### config.mk
export PLATFORM = sky130hd
export DESIGN_NAME = m_lsu_ctrl
export DESIGN_NICKNAME = d
export VERILOG_FILES = /design/src/rtl/m_lsu_ctrl.sv
export SDC_FILE = /design/constraint.sdc
export NUM_CORES = 1
export LEC_CHECK = 0
export ABC_CLOCK_PERIOD_IN_PS = 5300
export CAP_MARGIN = 15
export CORE_ASPECT_RATIO = 0.6
export CORE_UTILIZATION = 40
export CTS_CLUSTER_SIZE = 24
export DETAILED_ROUTE_END_ITERATION = 10
export PLACE_DENSITY = 0.73
export SYNTH_ARGS = -nofsm -noshare
export SYNTH_HDL_FRONTEND = slang
export SYNTH_SLANG_ARGS = --single-unit
### constraint.sdc
create_clock -name clk -period 5.3 [get_ports clk]
set_input_delay 1.06 -clock clk [delete_from_list [all_inputs] [get_ports clk]]
set_output_delay 1.06 -clock clk [all_outputs]
set_load 0.01 [all_outputs]
### src/rtl/m_lsu_ctrl.sv
// M-stage load/store controller: drives a req/gnt/rvalid data-memory port,
// stalls the pipeline while an access is in flight and extends load results.
module m_lsu_ctrl #(
    parameter int DW              = 32,
    parameter int ADDR_W          = 32,
    parameter int ALLOW_UNALIGNED = 0
) (
    input  logic              clk,
    input  logic              reset,
    input  logic              req_valid,
    input  logic              req_we,
    input  logic [1:0]        req_size,
    input  logic              req_unsigned,
    input  logic [ADDR_W-1:0] req_addr,
    input  logic [DW-1:0]     req_wdata,
    output logic              busy,
    output logic              done,
    output logic [DW-1:0]     rdata,
    output logic              addr_err,
    output logic              mem_req,
    output logic              mem_we,
    output logic [ADDR_W-1:0] mem_addr,
    output logic [DW/8-1:0]   mem_be,
    output logic [DW-1:0]     mem_wdata,
    input  logic              mem_gnt,
    input  logic              mem_rvalid,
    input  logic [DW-1:0]     mem_rdata
);
    localparam int NB = DW / 8;
    localparam int OW = $clog2(NB);

    typedef enum logic [2:0] {
        S_IDLE, S_REQ0, S_WAIT0, S_REQ1, S_WAIT1, S_DONE, S_ERR
    } state_t;

    state_t              state_q;
    logic                done_q, addr_err_q, mem_req_q, mem_we_q;
    logic [ADDR_W-1:0]   mem_addr_q;
    logic [NB-1:0]       mem_be_q;
    logic [DW-1:0]       mem_wdata_q, rdata_q, wdata_q, buf_q;
    logic                we_q, uns_q, split_q;
    logic [4:0]          bytes_q;
    logic [OW-1:0]       off_q;

    // Byte-lane enables spanning two consecutive bus words.
    function automatic logic [2*NB-1:0] f_be(input logic [4:0] o, input logic [4:0] b);
        logic [2*NB-1:0] m;
        m = {(2*NB){1'b0}};
        for (int k = 0; k < 2*NB; k++) begin
            m[k] = (5'(k) >= o) && (5'(k) < (o + b));
        end
        return m;
    endfunction

    function automatic logic [DW-1:0] f_ext(input logic [DW-1:0] v, input logic [4:0] b,
                                            input logic u);
        logic [DW-1:0] r;
        for (int k = 0; k < DW; k++) begin
            if (k >= 8*int'(b)) begin
                r[k] = u ? 1'b0 : v[8*int'(b)-1];
            end else begin
                r[k] = v[k];
            end
        end
        return r;
    endfunction

    logic [1:0]      size_eff_s;
    logic [4:0]      bytes_s, off_ext_s, sel_off_s, sel_bytes_s;
    logic [OW-1:0]   off_s, sel_off_n_s;
    logic            misaligned_s, split_s, reject_s;
    logic [2*NB-1:0] be_s;
    logic [2*DW-1:0] wfull_s;
    logic [DW-1:0]   sel_wdata_s, ld_hi_s, ld_lo_s, ld_raw_s, ld_ext_s;

    assign size_eff_s   = (req_size == 2'd3 && DW != 64) ? 2'd2 : req_size;
    assign bytes_s      = 5'd1 << size_eff_s;
    assign off_s        = req_addr[OW-1:0];
    assign off_ext_s    = {{(5-OW){1'b0}}, off_s};
    assign misaligned_s = (off_ext_s & (bytes_s - 5'd1)) != 5'd0;
    assign split_s      = (off_ext_s + bytes_s) > 5'(NB);
    assign reject_s     = misaligned_s && (ALLOW_UNALIGNED == 0);

    // Beat-0 lanes come from the live request, beat-1 lanes from the latched one.
    assign sel_off_n_s = (state_q == S_IDLE) ? off_s : off_q;
    assign sel_off_s   = {{(5-OW){1'b0}}, sel_off_n_s};
    assign sel_bytes_s = (state_q == S_IDLE) ? bytes_s : bytes_q;
    assign sel_wdata_s = (state_q == S_IDLE) ? req_wdata : wdata_q;
    assign be_s        = f_be(sel_off_s, sel_bytes_s);
    assign wfull_s     = {{DW{1'b0}}, sel_wdata_s} << {sel_off_n_s, 3'b000};

    assign ld_hi_s  = (state_q == S_WAIT1) ? mem_rdata : {DW{1'b0}};
    assign ld_lo_s  = (state_q == S_WAIT1) ? buf_q : mem_rdata;
    assign ld_raw_s = DW'({ld_hi_s, ld_lo_s} >> {off_q, 3'b000});
    assign ld_ext_s = f_ext(ld_raw_s, bytes_q, uns_q);

    assign busy = ((state_q == S_IDLE) && req_valid && !reject_s) ||
                  (state_q == S_REQ0) || (state_q == S_WAIT0) ||
                  (state_q == S_REQ1) || (state_q == S_WAIT1);

    // Access sequencer with registered memory-side and pipeline-side outputs.
    always_ff @(posedge clk) begin
        if (reset) begin
            state_q     <= S_IDLE;
            done_q      <= 1'b0;
            addr_err_q  <= 1'b0;
            mem_req_q   <= 1'b0;
            mem_we_q    <= 1'b0;
            mem_addr_q  <= {ADDR_W{1'b0}};
            mem_be_q    <= {NB{1'b0}};
            mem_wdata_q <= {DW{1'b0}};
            rdata_q     <= {DW{1'b0}};
            wdata_q     <= {DW{1'b0}};
            buf_q       <= {DW{1'b0}};
            we_q        <= 1'b0;
            uns_q       <= 1'b0;
            split_q     <= 1'b0;
            bytes_q     <= 5'd0;
            off_q       <= {OW{1'b0}};
        end else begin
            done_q     <= 1'b0;
            addr_err_q <= 1'b0;
            case (state_q)
                S_IDLE: begin
                    if (req_valid && reject_s) begin
                        addr_err_q <= 1'b1;
                        state_q    <= S_ERR;
                    end else if (req_valid) begin
                        we_q        <= req_we;
                        uns_q       <= req_unsigned;
                        split_q     <= split_s;
                        bytes_q     <= bytes_s;
                        off_q       <= off_s;
                        wdata_q     <= req_wdata;
                        mem_req_q   <= 1'b1;
                        mem_we_q    <= req_we;
                        mem_addr_q  <= {req_addr[ADDR_W-1:OW], {OW{1'b0}}};
                        mem_be_q    <= be_s[NB-1:0];
                        mem_wdata_q <= wfull_s[DW-1:0];
                        state_q     <= S_REQ0;
                    end else begin
                        state_q <= S_IDLE;
                    end
                end
                S_REQ0, S_REQ1: begin
                    if (mem_gnt) begin
                        mem_req_q <= 1'b0;
                        state_q   <= (state_q == S_REQ0) ? S_WAIT0 : S_WAIT1;
                    end else begin
                        state_q <= state_q;
                    end
                end
                S_WAIT0: begin
                    if (mem_rvalid && split_q) begin
                        buf_q       <= mem_rdata;
                        mem_req_q   <= 1'b1;
                        mem_addr_q  <= mem_addr_q + ADDR_W'(NB);
                        mem_be_q    <= be_s[2*NB-1:NB];
                        mem_wdata_q <= wfull_s[2*DW-1:DW];
                        state_q     <= S_REQ1;
                    end else if (mem_rvalid) begin
                        buf_q   <= mem_rdata;
                        rdata_q <= we_q ? {DW{1'b0}} : ld_ext_s;
                        done_q  <= 1'b1;
                        state_q <= S_DONE;
                    end else begin
                        state_q <= S_WAIT0;
                    end
                end
                S_WAIT1: begin
                    if (mem_rvalid) begin
                        rdata_q <= we_q ? {DW{1'b0}} : ld_ext_s;
                        done_q  <= 1'b1;
                        state_q <= S_DONE;
                    end else begin
                        state_q <= S_WAIT1;
                    end
                end
                S_DONE:  state_q <= S_IDLE;
                S_ERR:   state_q <= S_IDLE;
                default: state_q <= S_IDLE;
            endcase
        end
    end

    assign done      = done_q;
    assign addr_err  = addr_err_q;
    assign rdata     = rdata_q;
    assign mem_req   = mem_req_q;
    assign mem_we    = mem_we_q;
    assign mem_addr  = mem_addr_q;
    assign mem_be    = mem_be_q;
    assign mem_wdata = mem_wdata_q;
endmodule

==> summary.md <==
| Metric | Value |
|---|---|
| Run status | `complete, no violations` |
| Post-synth EDFFs | `0` |
| First drt pass iteration count | `5` |
| P_leak | `around 4.7 nW` |
| Register area | `between 0.003 and 0.004 sq mm` |
| Clk network pwr share | `0.255` |
| Crit share post-route | `0.817` |
| Clk_lat worst skew | `around 450 ps` |
| Fin worst setup slack | `around 970 ps` |
| Synthesized cell area | `about 0.010 sq mm` |
| Worst path max stage delay | `around 560 ps` |
| Initial antenna violation count | `2` |
| Fin nets | `~1.6k` |
| Via density | `around 6.0` |
| Clk_skew | `9.18 ps` |
| TritonCTS Buffers | `17` |
| Vias in the first global route | `between 9k and 10k` |
| Critical path's slowest cell | `clkdlybuf4s50_1` |
| Number of H-tree branching levels | `4` |
| Relative slew slack | `0.249` |
| Starting Density | `0.408` |
| Hold Violations, Final | `0` |
| Layout cells sized above 1 | `0.0816` |
| First-pass GRT wire length | `~56,000 um` |
| Tmin final | `4330 ps` |
| Multi-input combinational cell area | `between 0.006 and 0.007 sq mm` |
| Routed WL per cell | `between 15 and 20 um` |
| Top-level I/O count | `between 200 and 250` |
| CTS tree | `yes` |
| CP endpoint kind | `primary output` |
| Synth Register Bits | `around 180` |
| Maximum clock insertion buffer count | `2` |
| WL final | `36,300 um` |
| Switch Pwr | `between 1.5 and 2 mW` |
| All-Layer GR Usage | `0.270` |
| Cell Chain, Critical Path | `clkdlybuf4s50_1 > or2_2 > ha_1 > a21oi_1 > nand2_1 > a21oi_1 > clkdlybuf4s50_1` |
| Via count | `10.9k` |
| Crit Path Max Fanout | `7` |
| Simple-gate portion of the synthesized area | `0.227` |
| Setup violators final | `0` |
| Ys flop type | `dfxtp_1` |
| Worst hold-check path type | `reg -> reg` |
| Least-Margin Pin Slew | `between 1000 and 1500 ps` |
| Combinational share of power | `0.403` |
| Setup_tns | `0 ps` |
| Post-synth ARST share | `0` |
| Detail Placement HPWL | `25,400 um` |
| Antenna viol nets, final | `0` |
| Overflow after GRT | `0` |
| Unrepaired setup endpoints after global routing | `no` |
| Synth cell types | `73` |
| Pin count of the biggest net entering global routing | `between 80 and 90` |
| Delay-heaviest family, CP | `buffers and inverters` |
| Mux contribution to synthesized area | `0.122` |
| Flop pwr share | `0.342` |
| Synth Warn # | `0` |
| Syn Area/Cell | `about 7.7 sq um` |
| Num rows | `45` |
| Pre-CTS WS | `about 980 ps` |
| Compound-cell area share of the yosys netlist | `0.239` |
| Xor/xnor cell area share of the yosys netlist | `0.00254` |
| Buf+Inv Stages, Crit Path | `2` |
| Drt initial violations | `1,214` |
| Post-synthesis sequential area ratio | `0.342` |
| Worst path required time | `4240 ps` |
| Critical path launch point type | `input pin` |
| Clock slew at the register clock pins of the worst setup and hold paths | `60 ps` |
| GPL Wtd Cong | `around 0.92` |
| Sw Share | `0.389` |
| # port buffers | `about 210` |
| Power Density | `approximately 370 mW/mm^2` |
| Critical path class | `in -> out` |
| Gate Count Post-Synth | `between 1k and 1.5k` |
| Design Power | `about 5 mW` |
| Layout area overhead | `26.9%` |
| Setup Buffers After CTS | `0` |
| Largest family of logic cells by synthesized area | `compound AO/OA/AOI/OAI gates` |
| Die area | `0.0265 sq mm` |
| CTS root buf | `clkbuf_16` |
| Die width | `about 210 um` |
| VDD IR-drop max | `around 250 uV` |
| # DRC | `0` |
| Die height | `~130 um` |
| Max Slew Vio Count | `0` |
| Int Pwr | `3.01 mW` |
| Core ar. | `between 0.02 and 0.03 sq mm` |
| FILL cells | `around 2.4k` |
| Clock sinks | `~180` |
| Post-CTS resize count | `0` |
| Max Clk Rate | `~0.23 GHz` |
| Maxcap violations | `0` |
| Hold buffer count at CTS | `0` |
| Crit path arrival time | `3270 ps` |
| Post-Synth Adder-Cell Area | `0.0128` |
-- tightest hold or removal path, cell delays in order (launching register included) --
cell	delay [ps]
dfxtp_1	310
nand2_1	50
a21oi_1	50
-- layout by cell type, fill, tap and decap left out, types with 18 or more instances in the layout --
cell type        instances
nand2_1                277
clkdlybuf4s50_1        205
dfxtp_1                176
a21oi_1                162
mux2i_1                 90
nor2_1                  77
o21ai_0                 69
nand3_1                 38
nor3_1                  36
a211oi_1                33
buf_4                   25
mux2_2                  18
-- power by group through the flow --
stage	Combinational (mW)	Clock, mW	Sequential [mW]
6_report	1.98	1.26	1.68
5_1_grt	2.15	1.34	1.71
4_1_cts	1.95	1.28	1.68
3_5_place_dp	1.94	0	1.71
3_3_place_gp	1.91	0	1.70
2_1_floorplan	1.25	0	1.68
-- Yosys cell counts, types with 8 or more instances --
cell	n	area (sq um)
nor2_1	77	289
or3_1	13	81.3
a31oi_1	8	50.1
a211oi_1	33	248
nand4_1	11	68.8
o22ai_1	9	56.3
a21oi_1	164	821
mux2_2	18	203
dfxtp_1	177	3540
nor3_1	36	180
ha_1	9	113
o211ai_1	16	120
a311oi_1	9	78.8
nor4_1	11	68.8
inv_1	15	56.3
a221oi_1	10	87.6
a32oi_1	8	70.1
and3_1	11	68.8
nand2_1	278	1040
mux2i_1	90	901
nand3_1	38	190
o221a_2	8	90.1
o21ai_0	69	345
nor2b_1	17	106
clkbuf_1	64	240
buf_2	31	155
-- state kept, by name (all words and copies together), names as in the netlist, 2 cells and up --
name	flops
state_q	3
buf_q	32
mem_wdata	32
rdata	32
off_q	2
wdata_q	32
bytes_q	4
mem_be	4
mem_addr	30
-- final timing paths --
check | endpoint | slack [ps] | cells past startpoint | startpoint
max reg2reg | mem_wdata[23]$_SDFFE_PP0P_ | 2010 | 5 | state_q[1]$_SDFFE_PP0P_
min | buf_q[28]$_SDFFE_PP0P_ | 450 | 2 | buf_q[28]$_SDFFE_PP0P_
min reg2reg | buf_q[28]$_SDFFE_PP0P_ | 450 | 2 | buf_q[28]$_SDFFE_PP0P_
max | busy | 970 | 7 | req_size[1]
-- cells by family (layout without fill, tap and decap cells) --
logic type,count (synthesis),in the layout
flip-flops,177,177
other,1,5
multiplexers,115,115
AND/OR/NAND/NOR,520,520
adder cells (fa/ha/maj),10,10
AO/OA/AOI/OAI,390,390
buffers and inverters,127,279
XOR/XNOR,3,3
-- metrics by stage --
step	cells	instance area (sq um)	hold WS [ps]	utilization
final	1828	13100	453	0.518
after detailed placement	1793	12600	447	0.495
after floorplan	1344	10400	433	-
after global routing	1827	13100	476	0.518
after CTS	1825	13100	456	0.518
after global placement	1793	12600	441	0.495
-- final cells by class --
type | instances | area share
diodes | 3 | 0.000571
flip-flops and latches | 177 | 0.270
clock buffers | 23 | 0.0379
repair buffers | 231 | 0.171
inverters | 16 | 0.00457
clock inverters | 9 | 0.00610
well taps | 329 | 0.0313
multi-input cells | 1040 | 0.479
-- metal layers --
layer,global-route usage,share of wire,wire length [um]
met3,0.0775,0.11,3930
met2,0.353,0.41,14700
met5,0,0,0
met1,0.414,0.47,17100
met4,0.0876,0.017,608
Power figures use the tool's default switching activity.
